[config.mk]
export PLATFORM = sky130hd
export DESIGN_NAME = alu_issue
export DESIGN_NICKNAME = d
export VERILOG_FILES = /design/src/rtl/alu_pkg.sv /design/src/rtl/alu_decode.sv /design/src/rtl/alu_issue.sv
export SDC_FILE = /design/constraint.sdc
export NUM_CORES = 1
export LEC_CHECK = 0
export CAP_MARGIN = 10
export CORE_MARGIN = 3
export CORE_UTILIZATION = 30
export CTS_CLUSTER_SIZE = 10
export DETAILED_ROUTE_END_ITERATION = 16
export MAX_ROUTING_LAYER = met4
export PLACE_DENSITY = 0.49
export SLEW_MARGIN = 40
export SYNTH_ARGS = -nofsm -noshare
export SYNTH_HDL_FRONTEND = slang
export SYNTH_HIERARCHICAL = 1
export SYNTH_SLANG_ARGS = --single-unit
export TNS_END_PERCENT = 50
[constraint.sdc]
create_clock -name clk -period 2.7 [get_ports clk]
set_clock_uncertainty 0.15 [all_clocks]
set_input_delay 0.27 -clock clk [delete_from_list [all_inputs] [get_ports clk]]
set_output_delay 0.27 -clock clk [all_outputs]
set_load 0.01 [all_outputs]
[src/rtl/alu_pkg.sv]
// Shared constants and the decoded-entry bundle for the ALU issue stage.
// Covers ALUFun codes, MIPS opcode/funct values and the immediate-extension helpers.
package alu_pkg;
   localparam int ALU_DW = 32;
   localparam int ALU_RW = 5;

   localparam logic [5:0] FUN_ADD = 6'b000000;
   localparam logic [5:0] FUN_SUB = 6'b000001;
   localparam logic [5:0] FUN_AND = 6'b011000;
   localparam logic [5:0] FUN_OR  = 6'b011110;
   localparam logic [5:0] FUN_XOR = 6'b010110;
   localparam logic [5:0] FUN_NOR = 6'b010001;
   localparam logic [5:0] FUN_SLL = 6'b100000;
   localparam logic [5:0] FUN_SRL = 6'b100001;
   localparam logic [5:0] FUN_SRA = 6'b100011;
   localparam logic [5:0] FUN_EQ  = 6'b110011;
   localparam logic [5:0] FUN_NEQ = 6'b110001;
   localparam logic [5:0] FUN_LT  = 6'b110101;
   localparam logic [5:0] FUN_LEZ = 6'b111101;
   localparam logic [5:0] FUN_LTZ = 6'b111011;
   localparam logic [5:0] FUN_GTZ = 6'b111111;

   localparam logic [5:0] OP_RTYPE  = 6'h00;
   localparam logic [5:0] OP_REGIMM = 6'h01;
   localparam logic [5:0] OP_J      = 6'h02;
   localparam logic [5:0] OP_JAL    = 6'h03;
   localparam logic [5:0] OP_BEQ    = 6'h04;
   localparam logic [5:0] OP_BNE    = 6'h05;
   localparam logic [5:0] OP_BLEZ   = 6'h06;
   localparam logic [5:0] OP_BGTZ   = 6'h07;
   localparam logic [5:0] OP_ADDI   = 6'h08;
   localparam logic [5:0] OP_ADDIU  = 6'h09;
   localparam logic [5:0] OP_SLTI   = 6'h0a;
   localparam logic [5:0] OP_SLTIU  = 6'h0b;
   localparam logic [5:0] OP_ANDI   = 6'h0c;
   localparam logic [5:0] OP_ORI    = 6'h0d;
   localparam logic [5:0] OP_XORI   = 6'h0e;
   localparam logic [5:0] OP_LUI    = 6'h0f;
   localparam logic [5:0] OP_LW     = 6'h23;
   localparam logic [5:0] OP_SW     = 6'h2b;

   localparam logic [5:0] F_SLL  = 6'h00;
   localparam logic [5:0] F_SRL  = 6'h02;
   localparam logic [5:0] F_SRA  = 6'h03;
   localparam logic [5:0] F_SLLV = 6'h04;
   localparam logic [5:0] F_SRLV = 6'h06;
   localparam logic [5:0] F_SRAV = 6'h07;
   localparam logic [5:0] F_JR   = 6'h08;
   localparam logic [5:0] F_JALR = 6'h09;
   localparam logic [5:0] F_ADD  = 6'h20;
   localparam logic [5:0] F_ADDU = 6'h21;
   localparam logic [5:0] F_SUB  = 6'h22;
   localparam logic [5:0] F_SUBU = 6'h23;
   localparam logic [5:0] F_AND  = 6'h24;
   localparam logic [5:0] F_OR   = 6'h25;
   localparam logic [5:0] F_XOR  = 6'h26;
   localparam logic [5:0] F_NOR  = 6'h27;
   localparam logic [5:0] F_SLT  = 6'h2a;
   localparam logic [5:0] F_SLTU = 6'h2b;

   typedef struct packed {
      logic [ALU_DW-1:0] a;
      logic [ALU_DW-1:0] b;
      logic [5:0]        fun;
      logic              sign;
      logic [ALU_RW-1:0] dest;
      logic              illegal;
   } alu_entry_t;

   function automatic logic [ALU_DW-1:0] sext16(input logic [15:0] imm);
      return {{(ALU_DW-16){imm[15]}}, imm};
   endfunction

   function automatic logic [ALU_DW-1:0] zext16(input logic [15:0] imm);
      return {{(ALU_DW-16){1'b0}}, imm};
   endfunction
endpackage

[src/rtl/alu_decode.sv]
// Combinational MIPS decode: instruction plus forwarded operands into one ALU entry.
// Unrecognised encodings collapse to an all-zero ADD entry flagged illegal.
module alu_decode
   import alu_pkg::*;
(
   input  logic [31:0]       instr,
   input  logic [ALU_DW-1:0] rs_val,
   input  logic [ALU_DW-1:0] rt_val,
   output alu_entry_t        entry
);
   logic [5:0]  op;
   logic [5:0]  funct;
   logic [4:0]  rt;
   logic [4:0]  rd;
   logic [4:0]  shamt;
   logic [15:0] imm;
   logic        bad;
   logic        unused_rs_field;
   alu_entry_t  e;

   assign op              = instr[31:26];
   assign rt              = instr[20:16];
   assign rd              = instr[15:11];
   assign shamt           = instr[10:6];
   assign funct           = instr[5:0];
   assign imm             = instr[15:0];
   assign unused_rs_field = ^instr[25:21];

   always_comb begin
      e      = '0;
      e.a    = rs_val;
      e.b    = rt_val;
      e.fun  = FUN_ADD;
      bad    = 1'b0;
      case (op)
         OP_RTYPE: begin
            e.dest = rd;
            case (funct)
               F_ADD:  begin e.fun = FUN_ADD; e.sign = 1'b1; end
               F_ADDU: e.fun = FUN_ADD;
               F_SUB:  begin e.fun = FUN_SUB; e.sign = 1'b1; end
               F_SUBU: e.fun = FUN_SUB;
               F_AND:  e.fun = FUN_AND;
               F_OR:   e.fun = FUN_OR;
               F_XOR:  e.fun = FUN_XOR;
               F_NOR:  e.fun = FUN_NOR;
               F_SLT:  begin e.fun = FUN_LT; e.sign = 1'b1; end
               F_SLTU: e.fun = FUN_LT;
               F_SLL:  begin e.fun = FUN_SLL; e.a = {{(ALU_DW-5){1'b0}}, shamt}; end
               F_SRL:  begin e.fun = FUN_SRL; e.a = {{(ALU_DW-5){1'b0}}, shamt}; end
               F_SRA:  begin e.fun = FUN_SRA; e.a = {{(ALU_DW-5){1'b0}}, shamt}; end
               F_SLLV: e.fun = FUN_SLL;
               F_SRLV: e.fun = FUN_SRL;
               F_SRAV: e.fun = FUN_SRA;
               F_JR:   e.dest = '0;
               F_JALR: e.fun = FUN_ADD;
               default: bad = 1'b1;
            endcase
         end
         OP_ADDI:  begin e.b = sext16(imm); e.sign = 1'b1; e.dest = rt; end
         OP_ADDIU: begin e.b = sext16(imm); e.dest = rt; end
         OP_SLTI:  begin e.b = sext16(imm); e.sign = 1'b1; e.fun = FUN_LT; e.dest = rt; end
         OP_SLTIU: begin e.b = sext16(imm); e.fun = FUN_LT; e.dest = rt; end
         OP_ANDI:  begin e.b = zext16(imm); e.fun = FUN_AND; e.dest = rt; end
         OP_ORI:   begin e.b = zext16(imm); e.fun = FUN_OR;  e.dest = rt; end
         OP_XORI:  begin e.b = zext16(imm); e.fun = FUN_XOR; e.dest = rt; end
         OP_LUI:   begin e.a = '0; e.b = {imm, 16'b0}; e.dest = rt; end
         OP_LW:    begin e.b = sext16(imm); e.dest = rt; end
         OP_SW:    e.b = sext16(imm);
         OP_BEQ:   begin e.fun = FUN_EQ;  e.sign = 1'b1; end
         OP_BNE:   begin e.fun = FUN_NEQ; e.sign = 1'b1; end
         OP_BLEZ:  begin e.fun = FUN_LEZ; e.sign = 1'b1; e.b = '0; end
         OP_BGTZ:  begin e.fun = FUN_GTZ; e.sign = 1'b1; e.b = '0; end
         OP_REGIMM: begin
            // Only bltz (rt == 0) is supported from the REGIMM group.
            if (rt == 5'd0) begin
               e.fun = FUN_LTZ; e.sign = 1'b1; e.b = '0;
            end else begin
               bad = 1'b1;
            end
         end
         OP_J:     begin e.a = '0; e.b = '0; end
         OP_JAL:   begin e.a = '0; e.b = '0; e.dest = 5'd31; end
         default:  bad = 1'b1;
      endcase
      if (bad) begin
         e         = '0;
         e.illegal = 1'b1;
      end
   end

   assign entry = e;
endmodule

[src/rtl/alu_issue.sv]
// ALU issue stage: decodes into a registered output slot backed by a one-entry skid,
// so in_ready comes straight from a flop and ordering is always preserved.
module alu_issue
   import alu_pkg::*;
#(
   parameter int DW = ALU_DW,
   parameter int RW = ALU_RW
) (
   input  logic          clk,
   input  logic          reset,
   input  logic          flush,
   input  logic          in_valid,
   output logic          in_ready,
   input  logic [31:0]   instr,
   input  logic [DW-1:0] rs_val,
   input  logic [DW-1:0] rt_val,
   output logic          out_valid,
   input  logic          out_ready,
   output logic [DW-1:0] alu_a,
   output logic [DW-1:0] alu_b,
   output logic [5:0]    alu_fun,
   output logic          alu_sign,
   output logic [RW-1:0] dest,
   output logic          illegal
);
   alu_entry_t dec;
   alu_entry_t out_q, out_d, skid_q, skid_d;
   logic       out_valid_q, out_valid_d;
   logic       skid_valid_q, skid_valid_d;
   logic       in_ready_q, in_ready_d;
   logic       accept, consume;

   alu_decode u_decode (
      .instr  (instr),
      .rs_val (rs_val),
      .rt_val (rt_val),
      .entry  (dec)
   );

   assign accept  = in_valid & in_ready_q;
   assign consume = out_valid_q & out_ready;

   // Handshake: a transfer happens on any rising edge where valid and ready are both high.
   always_comb begin
      out_d        = out_q;
      out_valid_d  = out_valid_q;
      skid_d       = skid_q;
      skid_valid_d = skid_valid_q;
      if (flush) begin
         out_valid_d  = 1'b0;
         skid_valid_d = 1'b0;
      end else if (skid_valid_q) begin
         if (consume) begin
            out_d        = skid_q;
            out_valid_d  = 1'b1;
            skid_valid_d = 1'b0;
         end
      end else if (accept) begin
         if (!out_valid_q || consume) begin
            out_d       = dec;
            out_valid_d = 1'b1;
         end else begin
            skid_d       = dec;
            skid_valid_d = 1'b1;
         end
      end else if (consume) begin
         out_valid_d = 1'b0;
      end
      in_ready_d = ~skid_valid_d;
   end

   always_ff @(posedge clk or negedge reset) begin
      if (!reset) begin
         out_q        <= '0;
         out_valid_q  <= 1'b0;
         skid_q       <= '0;
         skid_valid_q <= 1'b0;
         in_ready_q   <= 1'b1;
      end else begin
         out_q        <= out_d;
         out_valid_q  <= out_valid_d;
         skid_q       <= skid_d;
         skid_valid_q <= skid_valid_d;
         in_ready_q   <= in_ready_d;
      end
   end

   assign in_ready  = in_ready_q;
   assign out_valid = out_valid_q;
   assign alu_a     = out_q.a;
   assign alu_b     = out_q.b;
   assign alu_fun   = out_q.fun;
   assign alu_sign  = out_q.sign;
   assign dest      = out_q.dest;
   assign illegal   = out_q.illegal;
endmodule
==> key figures, run 1 <==
Finish
  • Layout overhead on the synthesized area: 40.0%
  • Layout cells sized above 1: 43.1%
  • Final nets: 999
  • Ant diodes: 0
  • Core Util, Final: 43.0%
  • Finished Layout Cells: 1289
  • Fill cells: 2623

Placement
  • Pre-CTS WS: -407 ps
  • Final GP Congestion: 0.858
  • Cell count after placement: 1250
  • I/O Buffers: 174
  • DP HPWL: 17.6 mm

Global route
  • Initial antenna violation count: 0
  • Vias in the first global route: 6895
  • Largest net degree at the start of global routing: 80
  • Grt total ovfl: 0
  • Global-route usage over all layers: 17.2%
  • First-pass GRT wire length: 40.4 mm

STA
  • Final worst slack: -24.2 ps
  • Final min period: 2720 ps
  • Fmax achieved: 0.367 GHz
  • Final Hold Vio Count: 0
  • Tcrit/Tclk final: 101%
  • RSZ-0062 raised after global routing: true
  • Number of setup violations in the final report: 1
  • Worst-Margin Slew: 752 ps
  • Worst slew margin: 49.9%
  • Final max-slew violation count: 0

Setup path
  • Worst-path fanout max: 7
  • Critical path class: input port to register
  • Critical path's slowest cell: or4_4
  • Worst EP required: 2860 ps
  • CP arrival: 2890 ps
  • CP Cell Sequence: clkdlybuf4s50_1, or4_4, or4_4, a32oi_1, nor3_1, mux2_2, mux2_2
  • Crit. End Element: register
  • Critical path's largest stage delay: 680 ps
  • Critical path launch point: instr[30]
  • Family with the most delay on the worst path: simple AND/OR/NAND/NOR gates
  • CP Launch Type: input port
  • Critical R2R Launch: skid_valid_q
  • FF-to-FF setup slack: 510 ps
  • Worst path buffer plus inverter count: 1

Route
  • 1st-pass router iterations: 5
  • Initial drt markers: 434
  • Vias per cell: 5.13
  • Final wirelength: 26.4 mm
  • Wire per inst: 20.5 µm
  • Vias post-DR: 6616
  • Final antenna-violating net count: 0
  • Residual DRC count: 0

Synthesis
  • Syn_nets: 782
  • Synth area leader: dfrtp_1
  • Distinct cells, synth: 55
  • Sequential area share after synthesis: 45.7%
  • Commonest cells post-synth: 223 x mux2_2, 156 x dfrtp_1, 40 x nor3_1
  • Number of synthesized flops with an enable pin: 0
  • FF+latch count, synth: 157
  • Yosys warning count: 6
  • Syn avg cell area: 12.6 µm²
  • Synth Instances: 681
  • Synthesized cell area: 8600 µm²
  • Synth async-reset ratio: 100%
  • Top_reg_cell synth: dfrtp_1
  • Main area contributors after synthesis: dfrtp_1 45%, mux2_2 29%, nor4b_2 3.7%
  • Count leader, synth: mux2_2
  • Yosys top cell area share: 45.4%

Flow run
  • Max-capacitance violation count: 0

Power and ir drop
  • Cell Pwr Density: 516 nW/µm²
  • Lkg Pwr: 5.23 nW
  • Max VDD drop: 273 µV

CTS
  • Clock root cell: clkbuf_16
  • Clock sinks: 157
  • Longest Clk Path Bufs: 2
  • Worst-Skew Late Latency: 430 ps
  • H-tree depth: 4
  • TritonCTS clock tree: yes
  • Clock transition at the registers of the reported paths: 70 ps
  • Number of buffers created by CTS: 17

Run status
  • Failing checks: negative setup slack
  • Outcome: finished, violations left

Hold path
  • Worst min-delay path class: input port to asynchronous set/reset pin

Floorplan
  • Io pins: 180
  • Die X: 175 µm
  • Die height: 175 µm
  • Core area: 28000 µm²
  • Initial Util: 30.7%
  • Die area: 30700 µm²
  • Row Count: 61
cell usage in the layout, fill, tap and decap left out, drive strengths merged, types with 5 or more instances in the layout:
| cell type | n |
|---|---|
| a2111oi | 6 |
| a21oi | 14 |
| a221oi | 16 |
| a22oi | 17 |
| a32oi | 6 |
| buf | 82 |
| clkbuf | 21 |
| clkdlybuf4s50 | 173 |
| clkinv | 5 |
| dfrtp | 156 |
| inv | 13 |
| mux2 | 231 |
| nand2 | 14 |
| nand2b | 5 |
| nand3 | 8 |
| nor2 | 8 |
| nor3 | 40 |
| nor4b | 28 |
| o211ai | 6 |
| o21ai | 14 |
per-stage QoR:
stage / setup TNS [ps] / hold slack [ps] / area [µm²] / total power, mW
detailed placement: -31440 / 224 / 11300 / 3.90
floorplan: 0 / -176 / 8600 / 3.24
finish: -24.2 / 288 / 12000 / 6.22
global route: -159 / 346 / 12000 / 6.51
global placement: -29230 / 214 / 11300 / 3.87
CTS: 0 / 327 / 11900 / 6.29
worst paths after layout:
check,endpoint,cells past startpoint
min in group clk,skid_q[8],1
max,alu_a[3],7
min reg2reg,skid_q[8],1
min,alu_a[23],2
max in group asynchronous,skid_q[34],3
max reg2reg,skid_q[48],4
cell families (layout without fill, tap and decap cells):
family,after synthesis,count (layout),share of synthesized area (%)
mux,233,233,30.8
flops,157,157,45.7
simple gates,128,129,11.0
compound gates,92,93,7.98
buf+inv,69,297,4.25
xor+xnor,2,2,0.204
layer usage:
metal  global-route usage (%)  vias to the layer above  part of all wire, %
li1                         -                     3030                    -
met1                     23.4                     3360                   46
met2                     26.7                      201                   48
met3                     3.09                       25                  4.7
met4                     4.26                        0                  1.6
met5                        -                        -                    0
state kept, by name (all words and copies together), names as in the netlist:
signal / count
alu_a: 32
alu_b: 32
alu_fun: 6
alu_sign: 1
dest: 5
illegal: 1
in_ready: 1
out_valid: 1
skid_q: 77
skid_valid_q: 1
power by group:
part	switching [mW]	total (mW)	internal, mW
sequential	0.110	2.67	2.56
combinational	0.504	1.20	0.694
clock	1.11	2.35	1.24
total	1.72	6.22	4.49
final cells by class:
type                    count  area [µm²]  share of cell area, %
repair buffers            258        2620                   21.8
flip-flops and latches    157        3930                   32.7
multi-input cells         457        4420                   36.7
clock inverters            13         126                   1.05
clock buffers              19         443                   3.68
well taps                 378         473                   3.93
inverters                   7        26.3                  0.218
repair_timing:
| item | CTS | global route |
|---|---|---|
| setup buffers | 0 | 2 |
| resized for setup | 0 | 8 |
| hold buffers | 1 | 0 |
| hold endpoints to repair | 70 | 0 |
| endpoints found under the setup margin | 0 | 25 |
No activity file was read; power rests on OpenSTA's default activity.
==> run 2: changes to the inputs <==
Settings changed: ABC_CLOCK_PERIOD_IN_PS set to 2700, CAP_MARGIN 10 to not set.
==> results of run 2 <==
No change in the layout: final DEF, timing and power equal those of run 1.
==> run 3: changes to the inputs <==
Settings changed: RECOVER_POWER set to 100.
==> run 3 against run 2 <==
The flow still finishes with violations (negative setup slack). Clock power hardly changed. Core utilization is 0.36 points lower. Hold slack worse by 8.9 ps. Power is 0.94% lower. Critical path depth stayed put. Non-clock buffer count stayed put. Sequential power hardly changed. Via count is 0.42% higher. Wire length is 0.11% lower. Global-route usage stayed put. First-iteration DRC count is 6.0% higher. Critical path type unchanged. Largest cell class unchanged. Highest routed layer unchanged.
==> key figures, run 3 (same netlist as run 1, synthesis figures left out) <==
Run status
  • Outcome: finished, violations left (unchanged)
  • Failing checks: negative setup slack (unchanged)

Global route
  • Grt total ovfl: 0 (unchanged)
  • Vias in the first global route: 6895 (unchanged)
  • Initial antenna violation count: 0 (unchanged)
  • First-pass GRT wire length: 40.4 mm (unchanged)
  • Largest net degree at the start of global routing: 80 (unchanged)
  • Global-route usage over all layers: 17.2% (unchanged)

STA
  • Final TNS setup: -17.0 ps (was -24.2 ps)
  • Worst-Margin Slew: 1130 ps (was 752 ps)
  • Final max-slew violation count: 0 (unchanged)
  • Number of setup violations in the final report: 1 (unchanged)
  • Fmax achieved: 0.368 GHz (was 0.367 GHz)
  • Final worst slack: -17.0 ps (was -24.2 ps)
  • Tcrit/Tclk final: 101% (about the same)
  • RSZ-0062 raised after global routing: true (unchanged)
  • Hold WS: 279 ps (was 288 ps)
  • Worst slew margin: 24.8% (was 49.9%)
  • Final Hold Vio Count: 0 (unchanged)
  • Final min period: 2720 ps (about the same)

Route
  • Vias per cell: 5.15 (was 5.13)
  • Final wirelength: 26.4 mm (about the same)
  • Initial drt markers: 460 (was 434)
  • 1st-pass router iterations: 7 (was 5)
  • Residual DRC count: 0 (unchanged)
  • Final antenna-violating net count: 0 (unchanged)
  • Vias post-DR: 6644 (was 6616)
  • Wire per inst: 20.5 µm (about the same)

CTS
  • TritonCTS clock tree: yes (unchanged)
  • Longest Clk Path Bufs: 2 (unchanged)
  • Clock root cell: clkbuf_16 (unchanged)
  • H-tree depth: 4 (unchanged)
  • Clock transition at the registers of the reported paths: 70 ps (about the same)
  • Worst-Skew Late Latency: 430 ps (about the same)
  • Clock sinks: 157 (unchanged)
  • Number of buffers created by CTS: 17 (unchanged)

Floorplan
  • Row Count: 61 (unchanged)
  • Core area: 28000 µm² (unchanged)
  • Die X: 175 µm (unchanged)
  • Die height: 175 µm (unchanged)
  • Initial Util: 30.7% (unchanged)
  • Die area: 30700 µm² (unchanged)
  • Io pins: 180 (unchanged)

Placement
  • Area post-placement: 11300 µm² (unchanged)
  • Final GP Congestion: 0.858 (unchanged)
  • DP HPWL: 17.6 mm (unchanged)
  • Cell count after placement: 1250 (unchanged)
  • I/O Buffers: 174 (unchanged)
  • Pre-CTS WS: -407 ps (unchanged)

Setup path
  • Reg2reg end: skid_q[48] (unchanged)
  • Critical path class: input port to register (unchanged)
  • CP Launch Type: input port (unchanged)
  • Critical path's slowest cell: or4_4 (unchanged)
  • FF-to-FF setup slack: 150 ps (was 510 ps)
  • Worst EP required: 2860 ps (about the same)
  • Worst r2r path cells: 4 (unchanged)
  • CP Cell Sequence: clkdlybuf4s50_1, or4_4, or4_4, a32oi_1, nor3_1, mux2_2, mux2_2 (unchanged)
  • Worst path buffer plus inverter count: 1 (unchanged)
  • CP arrival: 2880 ps (was 2890 ps)
  • Crit. End Element: register (unchanged)
  • Family with the most delay on the worst path: simple AND/OR/NAND/NOR gates (unchanged)
  • Worst-path fanout max: 7 (unchanged)
  • Critical path's largest stage delay: 670 ps (was 680 ps)
  • Critical R2R Launch: skid_valid_q (unchanged)

Finish
  • Most frequent cells in the layout: 223 x mux2_2, 155 x dfrtp_1, 94 x clkdlybuf4s50_1, 80 x dlygate4sd3_1, 62 x buf_4 (was 223 x mux2_2, 173 x clkdlybuf4s50_1, 155 x dfrtp_1, 65 x buf_4, 39 x nor3_1)
  • Max reg flops: 77 (unchanged)
  • Layout cells sized above 1: 41.7% (was 43.1%)
  • Final nets: 999 (unchanged)
  • Core Util, Final: 42.6% (was 43.0%)
  • Design area: 11900 µm² (was 12000 µm²)
  • Ant diodes: 0 (unchanged)
  • Commonest non-fill, non-tap cell in the layout: mux2_2 (unchanged)
  • Layout overhead on the synthesized area: 38.9% (was 40.0%)
  • Finished Layout Cells: 1289 (unchanged)
  • Reg with most FFs: skid_q (unchanged)

Flow run
  • Max-capacitance violation count: 0 (unchanged)

Power and ir drop
  • Max VDD drop: 271 µV (was 273 µV)
  • Total power: 6.16 mW (was 6.22 mW)
  • Cell Pwr Density: 516 nW/µm² (about the same)
  • Lkg Pwr: 5.40 nW (was 5.23 nW)

Hold path
  • Worst min-delay path class: input port to asynchronous set/reset pin (unchanged)
## run 3: cell types whose count changed in the layout (fill, tap and decap cells not counted), sizes merged
cell	previous run	this run
clkdlybuf4s50	173	94
dlygate4sd3	1	80
buf	82	76
clkbuf	21	27
## run 3: repair_timing
action / CTS / global route
endpoints found under the hold margin: 70 / 0
setup buffers: 0 / 2
endpoints found under the setup margin: 0 / 25
hold buffers: 1 / 0
gates resized for setup: 0 / 8
## run 3: final cells by class
class / count / area, µm²
tap: 378 / 473
timing repair buffer: 258 / 2560
multi-input combinational: 457 / 4370
clock buffer: 19 / 443
inverter: 7 / 26.3
sequential: 157 / 3930
clock inverter: 13 / 126
fill: 2642 / 16100
## run 3: per-layer routing
metal	share of wire [%]	GRT usage, %	vias up
li1	-	-	3030
met1	46	23.4	3378
met2	48	26.7	207
met3	4.6	3.09	29
met4	1.7	4.26	0
met5	0	-	-
## run 3: worst max path at each step
| stage | to | depth (start not counted) | start | slack, ps |
|---|---|---|---|---|
| 4_1_cts | alu_a[8] | 7 | instr[5] | 50 |
| 2_1_floorplan | alu_b[12] | 9 | instr[0] | 60 |
| 3_3_place_gp | dest[1] | 9 | instr[16] | -390 |
| 3_5_place_dp | alu_a[8] | 7 | instr[28] | -410 |
| 5_1_grt | illegal | 9 | instr[5] | -20 |
| 6_report | alu_a[3] | 7 | instr[30] | -20 |
## run 3: worst register-to-register path, cell delays in order, from the launching register on
cell,delay (ps)
dfrtp_4,510
nand3b_1,250
or4b_1,560
buf_4,480
mux2_2,490
## run 3: report_power, final
| group | total [mW] | leakage (nW) | switching [mW] | internal (mW) |
|---|---|---|---|---|
| combinational | 1.14 | 2.99 | 0.501 | 0.636 |
| clock | 2.36 | 0.273 | 1.12 | 1.24 |
| sequential | 2.66 | 2.14 | 0.104 | 2.56 |
==> RTL edit, RTL diff (flow settings as in run 1) <==
Make the reset (`reset`) synchronous in one clocked block.
--- a/src/rtl/alu_issue.sv
+++ b/src/rtl/alu_issue.sv
@@ -69,7 +69,7 @@
       in_ready_d = ~skid_valid_d;
    end
 
-   always_ff @(posedge clk or negedge reset) begin
+   always_ff @(posedge clk) begin
       if (!reset) begin
          out_q        <= '0;
          out_valid_q  <= 1'b0;
Check against the original RTL: differs if reset is asserted again (counterexample within 4 cycles, from zero or initial values and one cycle with reset low); with reset held inactive, the same outputs for 4 cycles.
==> RTL edit against run 1 <==
Combinational power decreased by 30%; power shrank 6.7%; highest routed layer unchanged; worst setup slack better by 0.19 ns; via count is 27% higher; final area increased by 1.2%; first-iteration DRC count rose by 54%; routed wire length rose by 11%; sequential cell count stayed put; clock power is 11% higher; non-clock buffer count is 16 higher; area after synthesis grew 3.2%; critical endpoint is now alu_a[31]$_SDFFE_PN0P_; critical path depth increased by 2; sequential power fell by 12%.
==> RTL edit: results (changes against run 1) <==
- Status: finished clean (was finished with violations)
- WHS: 0.145 ns (was 0.288 ns)
- Area after DPL: 0.0116 mm2 (was 0.0113 mm2)
- Crit path arrival time: 2.74 ns (was 2.89 ns)
- Vias in the first global route: 8151 (was 6895)
- P_leak: 0.00419 uW (was 0.00523 uW)
- Vias: 8432 (was 6616)
- Internal power: 4240 uW (was 4490 uW)
- Final setup fails: 0 (was 1)
- Cell variety after synth: 54 (was 55)
- VDD IR max: 0.437 mV (was 0.273 mV)
- Port bufs: 174 (unchanged)
- Wire per inst: 18.1 um (was 20.5 um)
- Mapped Nets: 1153 (was 782)
- Reg2reg start: skid_valid_q$_SDFF_PN0_ (was skid_valid_q$_DFF_PN0_)
- Comb. pwr: 839 uW (was 1200 uW)
- Detailed Place HPWL: 18800 um (was 17600 um)
- Placed insts: 1590 (was 1250)
- Largest net degree at the start of global routing: 157 (was 80)
- Capturing point of the worst reg2reg path: alu_b[7]$_SDFFE_PN0P_ (was skid_q[48]$_DFFE_PN0P_)
- Gp weighted congestion: 0.806 (was 0.858)
- Sequential-to-total area share from yosys stat: 35.4% (was 45.7%)
- CP Max Fanout: 10 (was 7)
- Slew margin rel.: 51.7% (was 49.9%)
- Ys async rst share: 0% (was 100%)
- Ranking of synthesized cells by area: dfxtp_1, mux2i_1, o211ai_1, nand2b_1, o21ai_0 (was dfrtp_1, mux2_2, nor4b_2, nor3_1, a221oi_1)
- Share of layout cells above drive strength 1: 14.1% (was 43.1%)
- Critical path launch point: instr[16] (was instr[30])
- Vias per inst: 5.19 (was 5.13)
- Min-Delay Path Class: in -> reg (was in -> async)
- Clk pwr share: 45.0% (was 37.8%)
- Antenna violations before repair: 3 (was 0)
- All-layer global routing usage: 19.0% (was 17.2%)
- Initial DRC Count: 667 (was 434)
- Crit path to: alu_a[31]$_SDFFE_PN0P_ (was alu_a[3]$_DFFE_PN0P_)
- Nets: 1326 (was 999)
- Clk. pwr: 2610 uW (was 2350 uW)
- Setup slack, reg-to-reg: 0.92 ns (was 0.51 ns)
- Top FF cell, synth: dfxtp_1 (was dfrtp_1)
- Cells after synthesis: 1052 (was 681)
- First-pass GRT wire length: 46500 um (was 40400 um)
- Most instantiated cells after synthesis: dfxtp_1, o21ai_0, clkbuf_1 (was mux2_2, dfrtp_1, nor3_1)
- Clk buf depth: 2 (unchanged)
RTL edit: cell count changes in the layout (fill, tap and decap cells not counted), sizes merged, moves of 19 or more:
cell / run 1 / this run
mux2: 231 / 0
dfxtp: 0 / 157
dfrtp: 156 / 0
nand2b: 5 / 84
nand3: 8 / 86
a21boi: 0 / 77
mux2i: 2 / 79
o211ai: 6 / 83
o21ai: 14 / 91
nand2: 14 / 87
buf: 82 / 101
RTL edit: cell families (layout without fill, tap and decap cells):
logic type	Yosys count	after routing	synth area share [%]
compound gates	325	325	25.2
xor+xnor	2	2	0.197
buf+inv	128	314	6.54
flops	157	157	35.4
mux	79	79	8.91
other cells	0	3	0
simple gates	361	361	23.7
RTL edit: metrics by stage:
step	setup TNS (ns)	worst slack, ns
after floorplan	0	0.211
after global placement	-20.50	-0.398
after detailed placement	-21.18	-0.376
after CTS	0	0.0619
after global routing	0	0.0130
final	0	0.164
RTL edit: worst max-delay path, stage by stage:
cell and delay, ns:
clkdlybuf4s50_1 0.42, or4_1 0.63, nor2_1 0.24, o311ai_4 0.16, buf_12 0.17, buf_12 0.13, nor4b_1 0.40, o211ai_1 0.16
mux2i_1 0.15
RTL edit: final cells by class:
class / instances / area (um2)
Clock inverter: 15 / 198
Timing Repair Buffer: 274 / 2680
Tap cell: 384 / 480
Clock buffer: 17 / 425
Sequential cell: 157 / 3150
Fill cell: 2870 / 16700
Multi-Input combinational cell: 767 / 5220
Antenna cell: 3 / 7.51
Inverter: 8 / 30.0
RTL edit: layer usage:
layer | global-route usage [%] | wire length (um)
met1 | 25.9 | 14000
met3 | 4.04 | 1750
met2 | 29.2 | 13400
met5 | - | 0
met4 | 3.70 | 280
